<file path="config.mk">
export PLATFORM = sky130hd
export DESIGN_NAME = fifo_wr_arbiter
export DESIGN_NICKNAME = d
export VERILOG_FILES = /design/src/rtl/fifo_wr_arbiter_pkg.sv /design/src/rtl/fifo_wr_arbiter_rr_pick.sv /design/src/rtl/fifo_wr_arbiter.sv
export SDC_FILE = /design/constraint.sdc
export NUM_CORES = 1
export LEC_CHECK = 0
export CAP_MARGIN = 20
export CORE_MARGIN = 1.5
export CORE_UTILIZATION = 60
export DETAILED_ROUTE_END_ITERATION = 16
export DONT_BUFFER_PORTS = 1
export PLACE_DENSITY = 0.76
export SLEW_MARGIN = 20
export SYNTH_ARGS = -nofsm -noshare
export SYNTH_HDL_FRONTEND = slang
export SYNTH_SLANG_ARGS = --single-unit
</file>
<file path="constraint.sdc">
create_clock -name clk -period 2.4 [get_ports clk]
set_clock_uncertainty 0.1 [all_clocks]
set_input_delay 0.6 -clock clk [delete_from_list [all_inputs] [get_ports clk]]
set_output_delay 0.6 -clock clk [all_outputs]
set_load 0.01 [all_outputs]
</file>
<file path="src/rtl/fifo_wr_arbiter_pkg.sv">
// fifo_wr_arbiter_pkg
//   Definitions shared by the write arbiter, its round-robin picker and the
//   downstream demultiplexer that unpacks the FIFO word.
//   Contents:
//     clog2()          ceiling log2 used for tag and counter widths
//     arb_state_e      arbiter state encoding (IDLE=0, GRANT=1)
//     FIFO_DATA_LSB    payload position inside fifo_in
//     fifo_last_bit()  position of the last flag for a given payload width
//     fifo_id_lsb()    lowest bit of the source tag for a given payload width
package fifo_wr_arbiter_pkg;

  function automatic int clog2(input int value);
    int result;
    result = 0;
    while ((1 << result) < value) begin
      result++;
    end
    return result;
  endfunction

  typedef enum logic {
    IDLE  = 1'b0,
    GRANT = 1'b1
  } arb_state_e;

  // fifo_in is packed {grant_id, last_out, data}; the payload sits at bit 0.
  localparam int FIFO_DATA_LSB = 0;

  function automatic int fifo_last_bit(input int data_width);
    return data_width;
  endfunction

  function automatic int fifo_id_lsb(input int data_width);
    return data_width + 1;
  endfunction

endpackage

</file>
<file path="src/rtl/fifo_wr_arbiter_rr_pick.sv">
// rr_pick
//   Combinational round-robin selector. Scans the request vector upward
//   starting at ptr, wrapping from NUM_REQ-1 back to 0, and reports the first
//   asserted index. Also used by the read-side scheduler.
//   Ports:
//     req    in   NUM_REQ  request vector
//     ptr    in   IDX_W    scan start position (must be < NUM_REQ)
//     found  out  1        at least one request is asserted
//     index  out  IDX_W    first asserted index at or after ptr (0 if none)
module rr_pick
  import fifo_wr_arbiter_pkg::*;
#(
  parameter int NUM_REQ = 4,
  localparam int IDX_W = clog2(NUM_REQ)
) (
  input  logic [NUM_REQ-1:0] req,
  input  logic [IDX_W-1:0]   ptr,
  output logic               found,
  output logic [IDX_W-1:0]   index
);

  // The candidate index is computed as an integer and wrapped explicitly so
  // that non-power-of-two NUM_REQ never aliases onto a nonexistent requester.
  always_comb begin
    int   cand;
    logic hit;
    found = 1'b0;
    index = '0;
    cand  = 0;
    hit   = 1'b0;
    for (int k = 0; k < NUM_REQ; k++) begin
      cand = int'(ptr) + k;
      if (cand >= NUM_REQ) begin
        cand = cand - NUM_REQ;
      end
      hit = 1'b0;
      for (int j = 0; j < NUM_REQ; j++) begin
        if (cand == j) begin
          hit = req[j];
        end
      end
      if (!found && hit) begin
        found = 1'b1;
        index = IDX_W'(cand);
      end
    end
  end

endmodule

</file>
<file path="src/rtl/fifo_wr_arbiter.sv">
// fifo_wr_arbiter
//   Round-robin arbiter sharing one FIFO write port among NUM_REQ producers.
//   A producer owns the port for one packet or MAX_BURST beats, whichever
//   ends first. Every beat is tagged with its source ID and an end flag.
//   Ports:
//     clk          in   1                     rising-edge clock
//     rst_n        in   1                     asynchronous active-low reset
//     req_valid    in   NUM_REQ               beat available per producer
//     req_data     in   NUM_REQ*DATA_WIDTH    payloads, producer i at [i*DATA_WIDTH +: DATA_WIDTH]
//     req_last     in   NUM_REQ               final beat of a packet
//     req_ready    out  NUM_REQ               beat accepted (one-hot or zero)
//     fifo_full    in   1                     FIFO full flag
//     fifo_wr_en   out  1                     FIFO write enable
//     fifo_in      out  ID_W+1+DATA_WIDTH     {grant_id, last_out, data}
//     grant_id     out  ID_W                  current owner, valid while busy
//     busy         out  1                     a grant is active
module fifo_wr_arbiter
  import fifo_wr_arbiter_pkg::*;
#(
  parameter int NUM_REQ    = 4,
  parameter int DATA_WIDTH = 8,
  parameter int MAX_BURST  = 8,
  localparam int ID_W      = clog2(NUM_REQ)
) (
  input  logic                          clk,
  input  logic                          rst_n,
  input  logic [NUM_REQ-1:0]            req_valid,
  input  logic [NUM_REQ*DATA_WIDTH-1:0] req_data,
  input  logic [NUM_REQ-1:0]            req_last,
  output logic [NUM_REQ-1:0]            req_ready,
  input  logic                          fifo_full,
  output logic                          fifo_wr_en,
  output logic [ID_W+DATA_WIDTH:0]      fifo_in,
  output logic [ID_W-1:0]               grant_id,
  output logic                          busy
);

  localparam int CNT_W    = clog2(MAX_BURST + 1);
  localparam int LAST_BIT = fifo_last_bit(DATA_WIDTH);
  localparam int ID_LSB   = fifo_id_lsb(DATA_WIDTH);
  localparam logic [CNT_W-1:0] CNT_LIMIT = CNT_W'(MAX_BURST - 1);
  localparam logic [ID_W-1:0]  LAST_ID   = ID_W'(NUM_REQ - 1);

  arb_state_e            state;
  arb_state_e            state_nxt;
  logic [ID_W-1:0]       gnt;
  logic [ID_W-1:0]       gnt_nxt;
  logic [ID_W-1:0]       rr_ptr;
  logic [ID_W-1:0]       rr_ptr_nxt;
  logic [CNT_W-1:0]      beat_cnt;
  logic [CNT_W-1:0]      beat_cnt_nxt;

  logic                  pick_found;
  logic [ID_W-1:0]       pick_index;
  logic                  sel_valid;
  logic                  sel_last;
  logic [DATA_WIDTH-1:0] sel_data;
  logic                  at_limit;
  logic                  last_out;
  logic                  xfer;
  logic                  release_grant;

  rr_pick #(
    .NUM_REQ (NUM_REQ)
  ) u_rr_pick (
    .req   (req_valid),
    .ptr   (rr_ptr),
    .found (pick_found),
    .index (pick_index)
  );

  // Route the owner's valid/last/data through a compare-based mux so a
  // non-power-of-two NUM_REQ never indexes past the request vectors.
  always_comb begin
    sel_valid = 1'b0;
    sel_last  = 1'b0;
    sel_data  = '0;
    for (int i = 0; i < NUM_REQ; i++) begin
      if (gnt == ID_W'(i)) begin
        sel_valid = req_valid[i];
        sel_last  = req_last[i];
        sel_data  = req_data[i*DATA_WIDTH +: DATA_WIDTH];
      end
    end
  end

  // A forced split looks like a packet end to the consumer, so the limit
  // beat carries last_out just like a genuine last beat.
  assign at_limit      = (beat_cnt == CNT_LIMIT);
  assign last_out      = sel_last | at_limit;
  assign xfer          = (state == GRANT) & sel_valid & ~fifo_full;
  assign release_grant = xfer & last_out;

  // State register: owner, round-robin pointer and beat counter.
  always_ff @(posedge clk or negedge rst_n) begin
    if (!rst_n) begin
      state    <= IDLE;
      gnt      <= '0;
      rr_ptr   <= '0;
      beat_cnt <= '0;
    end else begin
      state    <= state_nxt;
      gnt      <= gnt_nxt;
      rr_ptr   <= rr_ptr_nxt;
      beat_cnt <= beat_cnt_nxt;
    end
  end

  // Next state: IDLE only arbitrates; GRANT counts beats and hands the
  // pointer to the requester after the owner when the grant ends.
  always_comb begin
    state_nxt    = state;
    gnt_nxt      = gnt;
    rr_ptr_nxt   = rr_ptr;
    beat_cnt_nxt = beat_cnt;
    case (state)
      IDLE: begin
        if (pick_found) begin
          gnt_nxt      = pick_index;
          beat_cnt_nxt = '0;
          state_nxt    = GRANT;
        end
      end
      GRANT: begin
        if (xfer) begin
          beat_cnt_nxt = beat_cnt + 1'b1;
        end
        if (release_grant) begin
          state_nxt  = IDLE;
          rr_ptr_nxt = (gnt == LAST_ID) ? '0 : gnt + 1'b1;
        end
      end
      default: begin
        state_nxt = IDLE;
      end
    endcase
  end

  // Outputs: ready depends only on ownership and full, never on valid.
  always_comb begin
    req_ready  = '0;
    fifo_wr_en = 1'b0;
    busy       = (state == GRANT);
    grant_id   = gnt;
    fifo_in    = '0;
    fifo_in[FIFO_DATA_LSB +: DATA_WIDTH] = sel_data;
    fifo_in[LAST_BIT]                    = last_out;
    fifo_in[ID_LSB +: ID_W]              = gnt;
    if (state == GRANT) begin
      for (int i = 0; i < NUM_REQ; i++) begin
        if (gnt == ID_W'(i)) begin
          req_ready[i] = ~fifo_full;
        end
      end
      fifo_wr_en = xfer;
    end
  end

endmodule

</file>
==> metrics, run 1 <==
outcome=complete, but fails checks; failing checks=negative setup slack; cell total after placement=183; dpl hpwl=2210 um; CP required=1700 ps; CP max stage cell=a221o_1; Clock transition at path regs=60 ps; vias in the first global route=990; largest cells by area after synthesis=dfrtp_1, ha_1, nand2_1; WL final=3210 um; chip width=46.2 um; hold crit path type=reg2reg; Post-synth top cells=nand2_1, nor2_1, a21oi_1, ha_1, o21ai_0; Area growth syn-to-layout=20.6%; Final Wtd Congestion=0.850; RSZ-0062 raised after global routing=yes; CTS buffer count=3; WHS=454 ps; Seq/Total Area, Yosys=20.1%; io pins=62; Skew-Pair Late Insertion Delay=250 ps; pwr/cell area=1580 nW/um^2; setup ws final=-99.8 ps; nets@finish=221; kind of cell adding the most delay to the critical path=compound AO/OA/AOI/OAI gates; switching share of total power=51.6%; clock share of power=5.3%; CP peak stage delay=390 ps; Worst Path Arrival=1800 ps; total core area=1750 sq um; CTS tree=built; share of layout cells above drive strength 1=23.2%; #FFs+latches synth=9; most numerous cell in the Yosys netlist=nand2_1; Cell Area, Synth=1120 sq um; drt via density=6.39; Gate power share=80.4%; Slew Limit Fails=0; Inserted Diodes=0; Slew HR=58.0%; f_max=0.400 GHz; Fillers=136; max cap viols=0; DIE AREA=2130 sq um; Crit. End Element=output pin; post-route clock period utilization=104%; Peak VDD IR=0.000978 V; 1st-iter DRT viols=38; die height=46.2 um; syn nets=206; minimum clock period=2500 ps; GR Util All Layers=27.0%; sequential fraction of design power=14.4%; Synth area leader=dfrtp_1; Post-synth EDFFs=0; initial antenna violation count=0; worst-margin pin slew=621 ps; Static Leakage=0.562 nW; Root Buffer=clkbuf_4; DRC violations left=0; effective utilization at floorplan=64.2%; Syn. warnings=0; Synth Instances=150; gr ovfl total=0; final hold vios=0; Avg WL per Cell=17.0 um; largest net degree at the start of global routing=14; Buf+Inv Stages, Crit Path=1; via count=1208; Startpoint Class=flop; internal power=1.04 mW; ys flop type=dfrtp_1; worst-path maximum fanout=8; syn avg cell area=7.47 sq um; clk sinks=9; CP cell instances=buf_6, ha_2, a21oi_1, a221o_1, a21boi_4; Setup Viol. Count Final=2; post-route antenna net violation count=0; FP Rows=15; total chip power=2.14 mW; utilization after layout=77.3%; Synth top area share=20.1%; Non-Filler Instances=189; net switching power=1.10 mW; PortBufs=0; fraction of registers with async set or reset after synthesis=100%; first-pass GRT wire length=4140 um; DRT Pass-1 Iters=4; H-tree depth=1; Synth cell types=34; Setup CP Type=reg2out; CTS max path bufs=2
stage by stage:
stage | instance area, sq um | setup TNS, ps | worst slack [ps]
after floorplan | 1120 | 0 | 46.9
after global placement | 1230 | 0 | 98.3
after detailed placement | 1230 | -27.2 | -27.2
after CTS | 1320 | -39.3 | -39.3
after global routing | 1350 | -720 | -154
final | 1350 | -101 | -99.8
path summary, 6_finish.rpt:
check	from	to	slack, ps	cells past startpoint
setup / recovery	grant_id[1]	fifo_wr_en	-100	5
hold / removal	beat_cnt[3]	beat_cnt[3]	450	2
setup reg to reg	rr_ptr[1]	grant_id[0]	110	6
hold reg to reg	beat_cnt[3]	beat_cnt[3]	450	2
max in group asynchronous	rst_n	rr_ptr[0]	1270	1
min in group asynchronous	rst_n	grant_id[1]	620	1
power by group through the flow:
stage	registers (mW)	logic, mW	clock network, mW
global placement	0.290	1.44	0
detailed placement	0.297	1.49	0
global route	0.319	1.86	0.123
finish	0.308	1.72	0.112
floorplan	0.292	1.04	0
CTS	0.304	1.59	0.117
logic make-up (layout without fill, tap and decap cells):
group                      Yosys count  count (layout)  synth area share (%)
AOI/OAI and AO/OA                   51              51                  30.8
xor gates and xnor gates             2               2                  1.56
adders and majority gates           13              13                  14.5
buffers and inverters               15              29                  6.37
DFF                                  9               9                  20.1
muxes                                4               4                  3.91
and+or+nand+nor                     56              56                  22.7
final cells by class:
type                       count  area [sq um]  area share, %
tap                           25          31.3           2.32
inverter                       6          22.5           1.67
multi-input combinational    126           885           65.5
clock buffer                   4          26.3           1.95
timing repair buffer          19           158           11.7
sequential                     9           228           16.9
flip-flops by register name, indices dropped and copies added (netlist names):
signal    flops
beat_cnt      4
grant_id      2
rr_ptr        2
busy          1
tightest hold or removal path: stages (launching register included):
cell and delay, ps:
dfrtp_1 360, xor2_1 70, nor2_1 80
repair_timing:
item / CTS / global route
pin swaps: 4 / 8
endpoints found under the setup margin: 9 / 12
hold endpoints to repair: 9 / 0
hold buffers: 1 / 0
buffers inserted: 0 / 0
gates cloned: 0 / 1
resized for setup: 15 / 14
metal layers:
layer / GRT usage [%] / share of wire (%) / vias to the layer above
met4: 10.9 / 1.6 / 0
met5: 0 / 0 / -
met2: 47.2 / 50 / 82
li1: - / - / 562
met3: 6.67 / 8.6 / 6
met1: 31.2 / 39 / 558
layout by cell type (no fill, tap or decap), types with 5 or more instances in the layout:
master,Yosys,final
nor2_1,18,17
ha_1,13,9
o21ai_1,0,8
nand2_1,20,19
a21oi_1,13,12
a22oi_1,7,7
dfrtp_1,9,7
o21ai_0,13,5
buf_4,4,13
(Power assumes the default switching activity.)
==> run 2, diff against run 1 <==
Settings changed: GPL_ROUTABILITY_DRIVEN set to 1.
==> results of run 2 <==
Final layout, timing and power as in run 1 (identical DEF).
